`src/rtl/seg7_pkg.sv`:
```
// seg7_pkg: shared digit count, scan phase type, display record and anode pattern helper
package seg7_pkg;
  localparam int NDIG = 4;
  typedef enum logic {ST_BLANK, ST_SHOW} st_e;
  typedef struct packed {
    logic [4*NDIG-1:0] value;
    logic [NDIG-1:0]   dp;
    logic [NDIG-1:0]   en;
  } disp_t;
  function automatic logic [NDIG-1:0] line_drive(input logic [1:0] idx, input logic en, input logic act_low);
    logic [NDIG-1:0] oh;
    oh = en ? NDIG'(1) << idx : '0;
    return oh ^ {NDIG{act_low}};
  endfunction
endpackage

```
`src/rtl/seg7_scan_mux_if.sv`:
```
// seg7_scan_mux_if: load-side inputs and display-side outputs of the digit scanner
interface seg7_scan_mux_if;
  import seg7_pkg::*;
  logic [4*NDIG-1:0] value;
  logic [NDIG-1:0]   dp_in;
  logic [NDIG-1:0]   digit_en;
  logic              load;
  logic              busy;
  logic [3:0]        nibble;
  logic [NDIG-1:0]   line;
  logic              dp;
  logic              frame_done;
  modport master(output value, dp_in, digit_en, load, input busy, nibble, line, dp, frame_done);
  modport slave(input value, dp_in, digit_en, load, output busy, nibble, line, dp, frame_done);
endinterface

```
`src/rtl/seg7_slot_timer.sv`:
```
// seg7_slot_timer: slot counter, digit index, blank/show phase and frame pulse, exposing next-state for aligned outputs
module seg7_slot_timer
  import seg7_pkg::*;
#(
  parameter int SLOT_CYCLES  = 100000,
  parameter int BLANK_CYCLES = 1000
) (
  input  logic       clk,
  input  logic       rst_n,
  output logic [1:0] idx_n,
  output logic       show_n,
  output logic       frame_done
);
  localparam int CW = $clog2(SLOT_CYCLES);
  localparam logic [CW-1:0] LAST  = CW'(SLOT_CYCLES - 1);
  localparam logic [CW-1:0] BLAST = CW'(BLANK_CYCLES - 1);
  logic [CW-1:0] cnt_q, cnt_d;
  logic [1:0]    idx_q, idx_d;
  st_e           st_q, st_d;
  logic          frame_done_q, frame_done_d;
  always_comb begin
    cnt_d        = cnt_q == LAST ? '0 : cnt_q + 1'b1;
    idx_d        = cnt_q == LAST ? idx_q + 2'd1 : idx_q;
    st_d         = st_q == ST_BLANK
                 ? ((BLANK_CYCLES == 0 || cnt_q == BLAST) ? ST_SHOW : ST_BLANK)
                 : ((cnt_q == LAST && BLANK_CYCLES != 0) ? ST_BLANK : ST_SHOW);
    frame_done_d = cnt_d == LAST && idx_d == 2'd3;
  end
  always_ff @(posedge clk) begin
    if (!rst_n) begin
      cnt_q        <= '0;
      idx_q        <= '0;
      st_q         <= ST_BLANK;
      frame_done_q <= 1'b0;
    end else begin
      cnt_q        <= cnt_d;
      idx_q        <= idx_d;
      st_q         <= st_d;
      frame_done_q <= frame_done_d;
    end
  end
  assign idx_n      = idx_d;
  assign show_n     = st_d == ST_SHOW;
  assign frame_done = frame_done_q;
endmodule

```
`src/rtl/seg7_scan_mux.sv`:
```
// seg7_scan_mux: 4-digit scanner with frame-aligned commit of loaded values and registered, skew-free outputs
module seg7_scan_mux
  import seg7_pkg::*;
#(
  parameter int SLOT_CYCLES  = 100000,
  parameter int BLANK_CYCLES = 1000,
  parameter bit LINE_ACT_LOW = 1'b0
) (
  input logic             clk,
  input logic             rst_n,
  seg7_scan_mux_if.slave  bus
);
  disp_t           pend_q, pend_d, act_q, act_d;
  logic            busy_q, busy_d;
  logic [3:0]      nibble_q, nibble_d;
  logic [NDIG-1:0] line_q, line_d;
  logic            dp_q, dp_d;
  logic [1:0]      idx_n;
  logic            show_n, frame_done, commit;
  seg7_slot_timer #(.SLOT_CYCLES(SLOT_CYCLES), .BLANK_CYCLES(BLANK_CYCLES)) u_timer (
    .clk(clk), .rst_n(rst_n), .idx_n(idx_n), .show_n(show_n), .frame_done(frame_done)
  );
  always_comb begin
    commit   = frame_done & busy_q;
    act_d    = commit ? pend_q : act_q;
    pend_d   = bus.load ? {bus.value, bus.dp_in, bus.digit_en} : pend_q;
    busy_d   = bus.load | (busy_q & ~commit);
    nibble_d = act_d.value[4*idx_n +: 4];
    dp_d     = act_d.dp[idx_n] & act_d.en[idx_n];
    line_d   = line_drive(idx_n, show_n & act_d.en[idx_n], LINE_ACT_LOW);
  end
  always_ff @(posedge clk) begin
    if (!rst_n) begin
      pend_q   <= '0;
      act_q    <= '0;
      busy_q   <= 1'b0;
      nibble_q <= '0;
      dp_q     <= 1'b0;
      line_q   <= line_drive(2'd0, 1'b0, LINE_ACT_LOW);
    end else begin
      pend_q   <= pend_d;
      act_q    <= act_d;
      busy_q   <= busy_d;
      nibble_q <= nibble_d;
      dp_q     <= dp_d;
      line_q   <= line_d;
    end
  end
  assign bus.busy       = busy_q;
  assign bus.nibble     = nibble_q;
  assign bus.dp         = dp_q;
  assign bus.line       = line_q;
  assign bus.frame_done = frame_done;
endmodule

```
`src/flat_wrapper.sv`:
```
// flat-port wrapper written by rule: the top's interface ports become plain ports
module seg7_scan_mux_flat import seg7_pkg::*;
#(
  parameter int SLOT_CYCLES  = 100000,
  parameter int BLANK_CYCLES = 1000,
  parameter bit LINE_ACT_LOW = 1'b0
)
  (clk, rst_n, bus_value, bus_dp_in, bus_digit_en, bus_load, bus_busy, bus_nibble, bus_line, bus_dp, bus_frame_done);
  seg7_scan_mux_if bus_i ();
  input logic clk;
  input logic rst_n;
  input wire logic [$bits(bus_i.value)-1:0] bus_value;
  input wire logic [$bits(bus_i.dp_in)-1:0] bus_dp_in;
  input wire logic [$bits(bus_i.digit_en)-1:0] bus_digit_en;
  input wire logic [$bits(bus_i.load)-1:0] bus_load;
  output wire logic [$bits(bus_i.busy)-1:0] bus_busy;
  output wire logic [$bits(bus_i.nibble)-1:0] bus_nibble;
  output wire logic [$bits(bus_i.line)-1:0] bus_line;
  output wire logic [$bits(bus_i.dp)-1:0] bus_dp;
  output wire logic [$bits(bus_i.frame_done)-1:0] bus_frame_done;
  assign bus_i.value = bus_value;
  assign bus_i.dp_in = bus_dp_in;
  assign bus_i.digit_en = bus_digit_en;
  assign bus_i.load = bus_load;
  assign bus_busy = bus_i.busy;
  assign bus_nibble = bus_i.nibble;
  assign bus_line = bus_i.line;
  assign bus_dp = bus_i.dp;
  assign bus_frame_done = bus_i.frame_done;
  seg7_scan_mux #(.SLOT_CYCLES(SLOT_CYCLES), .BLANK_CYCLES(BLANK_CYCLES), .LINE_ACT_LOW(LINE_ACT_LOW)) u_core (.clk(clk), .rst_n(rst_n), .bus(bus_i));
endmodule
```
`config.mk`:
```
export PLATFORM = sky130hd
export DESIGN_NAME = seg7_scan_mux_flat
export DESIGN_NICKNAME = d
export VERILOG_FILES = /design/src/rtl/seg7_pkg.sv /design/src/rtl/seg7_scan_mux_if.sv /design/src/rtl/seg7_slot_timer.sv /design/src/rtl/seg7_scan_mux.sv /design/src/flat_wrapper.sv
export SDC_FILE = /design/constraint.sdc
export NUM_CORES = 1
export LEC_CHECK = 0
export ABC_CLOCK_PERIOD_IN_PS = 2700
export CORE_ASPECT_RATIO = 0.8
export CORE_MARGIN = 1
export CORE_UTILIZATION = 40
export CTS_CLUSTER_DIAMETER = 30
export DETAILED_ROUTE_END_ITERATION = 10
export GPL_ROUTABILITY_DRIVEN = 0
export GPL_TIMING_DRIVEN = 0
export PLACE_DENSITY = 0.71
export SETUP_SLACK_MARGIN = 0.02
export SLEW_MARGIN = 0
export SYNTH_ARGS = -nofsm -noshare
export SYNTH_HDL_FRONTEND = slang
export SYNTH_SLANG_ARGS = --single-unit
```
`constraint.sdc`:
```
create_clock -name clk -period 2.7 [get_ports clk]
set_clock_uncertainty 0.15 [all_clocks]
set_input_delay 0.54 -clock clk [delete_from_list [all_inputs] [get_ports clk]]
set_output_delay 0.54 -clock clk [all_outputs]
set_load 0.1 [all_outputs]
```
## Yosys cells after proc, flatten, opt, wreduce, memory -nomap -nowiden

Index checks and enable logic that the tools add are counted.

- Reduce and logical (&&, ||, !) cells: 2
- Bitwise operators: 6
- Magnitude comparators: 1
- Add/subtract/negate cells: 2
- Mux-type cells: 10
- Equal/unequal tests: 4
- Shift operators: 2

Operators by type and width:

| cell | number |
|---|---|
| $eq A17 B17 Y1 const B | 2 |
| $mux W24 | 1 |
| $add A17 B1 Y17 const B | 1 |
| $eq A17 B10 Y1 const B | 1 |
| $mux W17 | 1 |
| $shiftx A16 B5 Y4 | 1 |
| $mux W1 | 5 |
| $and A1 B1 Y1 | 4 |
| $bmux W1 S2 | 2 |
| $shl A1 B2 Y4 const A | 1 |
| $lt A2 B3 Y1 const B | 1 |
| $add A2 B1 Y2 const B | 1 |
| $eq A2 B2 Y1 const B | 1 |
| $mux W2 | 1 |
| $reduce_and A2 Y1 | 1 |
| $logic_and A1 B1 Y1 | 1 |
| $not A1 Y1 | 1 |
| $or A1 B1 Y1 | 1 |

- Bits in registers: 79
- Bits of input ports: 27
- Output and inout port bits: 11

## Longest topological paths before layout

- Depth after elaboration: 6
- Mapped depth: 8

## Modules after synthesis

Synthesis repeated with hierarchy kept, for this count alone.

- Cells, all modules: 332
- Area, all modules: 3333.2 um2

Modules (own cells, without submodules):

| module | cells an instance | times used | area an instance (um2) |
|---|---|---|---|
| seg7_scan_mux | 199 | 1 | 2190.9 |
| seg7_slot_timer | 133 | 1 | 1142.3 |

## Least setup slack after synthesis

OpenSTA, ideal clock, no wires.

- Kind: register -> register
- From: register u_core.u_timer.cnt_q[12]
- To: register u_core.dp_q, in the netlist u_core.bus.dp
- Buffers on the path: 0
- Stages on the path, launching flop included: 6
- Setup time: 117 ps
- Period minus slack after synthesis: 2615 ps
- Required time: 2433 ps
- Path slack: 85 ps
- Arrival: 2348 ps
- Cells stage by stage: dfxtp_1 -> or4_4 -> nor4_4 -> xnor2_2 -> mux4_2 -> a32o_1

- Longest elaborated chain between the ends: 5
- Elaborated cells between the ends (all ways): 7
- Those cells by class: 1 x eq/ne; 5 x mux; 1 x bitwise

RTL lines:

| item | line | source |
|---|---|---|
| from (decl) | seg7_slot_timer.sv:17 | `logic [CW-1:0] cnt_q, cnt_d;` |
| from (signal assigned) | seg7_slot_timer.sv:36 | `cnt_q <= cnt_d;` |
| $eq A17 B17 Y1 * | seg7_slot_timer.sv:23 | `idx_d = cnt_q == LAST ? idx_q + 2'd1 : idx_q;` |
| $mux W2 * | seg7_slot_timer.sv:23 |  |
| $bmux W1 S2 | seg7_scan_mux.sv:29 | `dp_d = act_d.dp[idx_n] & act_d.en[idx_n];` |
| $mux W1 (not written as such) | seg7_scan_mux.sv:29 |  |
| $and A1 B1 Y1 * | seg7_scan_mux.sv:29 |  |
| to (signal assigned) | seg7_scan_mux.sv:45 | `dp_q <= dp_d;` |
| to (decl) | seg7_scan_mux.sv:17 | `logic dp_q, dp_d;` |

Every way passes the cells marked *; elsewhere a longest branch is shown, timed or not. The select of a mux whose other input is x is not followed.
A chain may end at the register's enable or synchronous reset.

## Final worst setup path

- From: register u_core.u_timer.cnt_q[8]
- To: register u_core.dp_q, in the netlist u_core.bus.dp

The elaborated chain is that of the path after synthesis.

==> results.sh <==
export IMPL_cts_sinks=79
export IMPL_yosys_top_cells_area="dfxtp_1 (44%), mux2i_1 (9.3%), nor2b_1 (7.0%)"
export IMPL_first_global_vias=2776
export IMPL_power_mw=2.19
export IMPL_crit_fanout=6
export IMPL_insertion_delay_ns=0.37
export IMPL_grt_start_max_net_pins=17
export IMPL_vias_per_cell=5.45
export IMPL_ys_warn_count=0
export IMPL_ys_seq_area_share_pct=44.3
export IMPL_grt_pass1_wl_um=13900
export IMPL_ys_types=50
export IMPL_antenna_found_initial=0
export IMPL_nets=461
export IMPL_crit_type="flop to flop"
export IMPL_clk_path_buf_depth=2
export IMPL_avgSynthCellArea_um2=9.41
export IMPL_fin_area_um2=4390
export IMPL_die_area_um2=9300
export IMPL_syn_nets=407
export IMPL_outcome="finished clean"
export IMPL_postCtsHoldBufs=0
export IMPL_ys_async_sr_fraction_pct=0
export IMPL_start_util_pct=41.7
export IMPL_cp_slowest_stage_delay_ns=0.57
export IMPL_peakVddDrop_mv=0.312
export IMPL_cts_tree="built"
export IMPL_crit_arrival_ns=2.79
export IMPL_gr_usage_all_layers_pct=19.5
export IMPL_power_leakage_nw=1.59
export IMPL_area_delta_synth_final_pct=23.0
export IMPL_drc=0
export IMPL_synth_seq_cells=79
export IMPL_worstPathCellList="or4bb_4 -> nor4_4 -> buf_4 -> xnor2_4 -> mux4_2 -> a32o_2"
export IMPL_maxSlewHeadroom_pct=34.5
export IMPL_finalCoreUtilization_pct=51.3
export IMPL_die_x_um=108
export IMPL_placed_area_um2=4060
export IMPL_powerDensity_nw_per_um2=499
export IMPL_drv_cap=0
export IMPL_portBuffers=35
export IMPL_layout_commonest_cell="dfxtp_1"
export IMPL_ant_nets=0
export IMPL_firstDrtPassIters=4
export IMPL_rows=30
export IMPL_wl_per_cell_um=15.5
export IMPL_setup_violations=0
export IMPL_cts_root_buffer="clkbuf_8"
export IMPL_synth_edf_count=0
export IMPL_drv_slew=0
export IMPL_hold_violations=0
export IMPL_synthesis_area_um2=3570
export IMPL_routed_wl_um=8530
export IMPL_n_antenna_cell=0
export IMPL_synth_top_area_cell="dfxtp_1"
export IMPL_hold_class="flop to flop"
export IMPL_cp_data_required_time_ns=2.81
export IMPL_synth_top_area_share_pct=44.3
export IMPL_die_y_um=86.5
export IMPL_synth_flop_cell="dfxtp_1"
export IMPL_dp_hpwl_um=5960
export IMPL_endpoint_kind="flop"
export IMPL_worst_pin_slew_ns=0.980
export IMPL_drtIter0Drc=163
export IMPL_cts_made_buffers=9
export IMPL_drive_above_1_share_pct=12.1
export IMPL_core_um2=8560
export IMPL_io_pins=38
export IMPL_via_count=2995
export IMPL_clk_pin_slew_worst_paths_ns=0.09
export IMPL_setup_tns_ns=0
export IMPL_htree_levels=3
export IMPL_start_kind="flop"
export IMPL_layout_min_cycle_time_ns=2.68
export IMPL_most_common_layout_cells="dfxtp_1 (75), nand2_1 (46), nor2b_1 (40)"
export IMPL_syn_instance_count=379
export IMPL_hold_ws_ns=0.318
export IMPL_cp_slowest_cell="or4bb_4"
export IMPL_rsz0062_at_grt="yes"
export IMPL_overflow=0
export IMPL_fmax_mhz=373
export IMPL_finalCritPeriodShare_pct=99.2
==> routing by layer <==
metal	track usage (%)	share of wire [%]	up-vias
li1	-	-	1449
met1	27.3	48	1429
met2	29.1	45	100
met3	4.89	6.1	17
met4	6.97	1.2	0
met5	0	0	-
==> repair_timing <==
action	4_1_cts	5_1_grt
setup endpoints to repair	5	21
pin swaps	2	6
resized for setup	3	23
setup buffers	5	5
==> Yosys cell counts, drive strengths merged, types with 2 or more instances <==
cell type and instances:
a21boi 17, a21oi 6, a22o 2, a32o 3, and2 6, and4 2, buf 3, clkbuf 22
dfxtp 79, inv 7, mux2i 33, mux4 5, nand2 46, nand3 8, nand4 7, nand4b 2
nor2 20, nor2b 40, nor3 4, nor4 9, nor4b 3, o211ai 2, o21ai 9, o221ai 5
o22ai 5, or4 2, xnor2 12, xor2 4
==> logic make-up after synthesis <==
family	Yosys count	synth area share [%]
compound gates	57	11.4
xor+xnor	16	4.14
fa+ha+maj	1	0.351
buf+inv	32	3.44
flops	79	44.3
mux	38	12.4
simple gates	156	23.9
==> flip-flops by register name, indices dropped and copies added (netlist names) <==
| register | cells |
|---|---|
| u_core.act_q | 24 |
| u_core.pend_q | 24 |
| u_core.u_timer.cnt_q | 17 |
| u_core.bus.line | 4 |
| u_core.bus.nibble | 4 |
| u_core.u_timer.idx_q | 2 |
| u_core.bus.busy | 1 |
| u_core.bus.dp | 1 |
| u_core.u_timer.frame_done | 1 |
| u_core.u_timer.st_q | 1 |
==> layout make-up <==
| class | instances | area [µm²] |
|---|---|---|
| plain buffers | 23 | 91.3 |
| repair buffers | 45 | 425 |
| flip-flops and latches | 79 | 1600 |
| well taps | 112 | 140 |
| fillers | 783 | 4170 |
| inverters | 7 | 26.3 |
| multi-input cells | 268 | 1920 |
| clock buffers | 9 | 124 |
| clock inverters | 7 | 63.8 |
==> worst max-delay path: cells and delay by family (launching register included) <==
kind / cells / cell delay (ns)
compound gates: 1 / 0.29
flops: 1 / 0.37
mux: 1 / 0.56
simple gates: 2 / 0.85
buf+inv: 1 / 0.18
xor+xnor: 1 / 0.17
==> worst paths after layout <==
path	to	startpoint	cells past startpoint	slack (ns)
hold reg to reg	u_core.act_q[17]	u_core.act_q[17]	2	0.32
setup / recovery	u_core.bus.dp	u_core.u_timer.cnt_q[8]	6	0.02
setup reg to reg	u_core.bus.dp	u_core.u_timer.cnt_q[8]	6	0.02
hold / removal	u_core.act_q[17]	u_core.act_q[17]	2	0.32
==> metrics by stage <==
stage                     std cells  setup slack, ns
after global routing            550          -0.0346
final                           550           0.0215
after CTS                       547           0.0155
after global placement          526           -0.269
after detailed placement        526           -0.288
after floorplan                 379           0.0848
==> report_power, final <==
part	internal (mW)	switching (mW)	total (mW)
logic	0.0784	0.0583	0.137
clock network	0.354	0.488	0.842
registers	1.19	0.0255	1.21
total	1.62	0.572	2.19
Power figures use the tool's default switching activity.
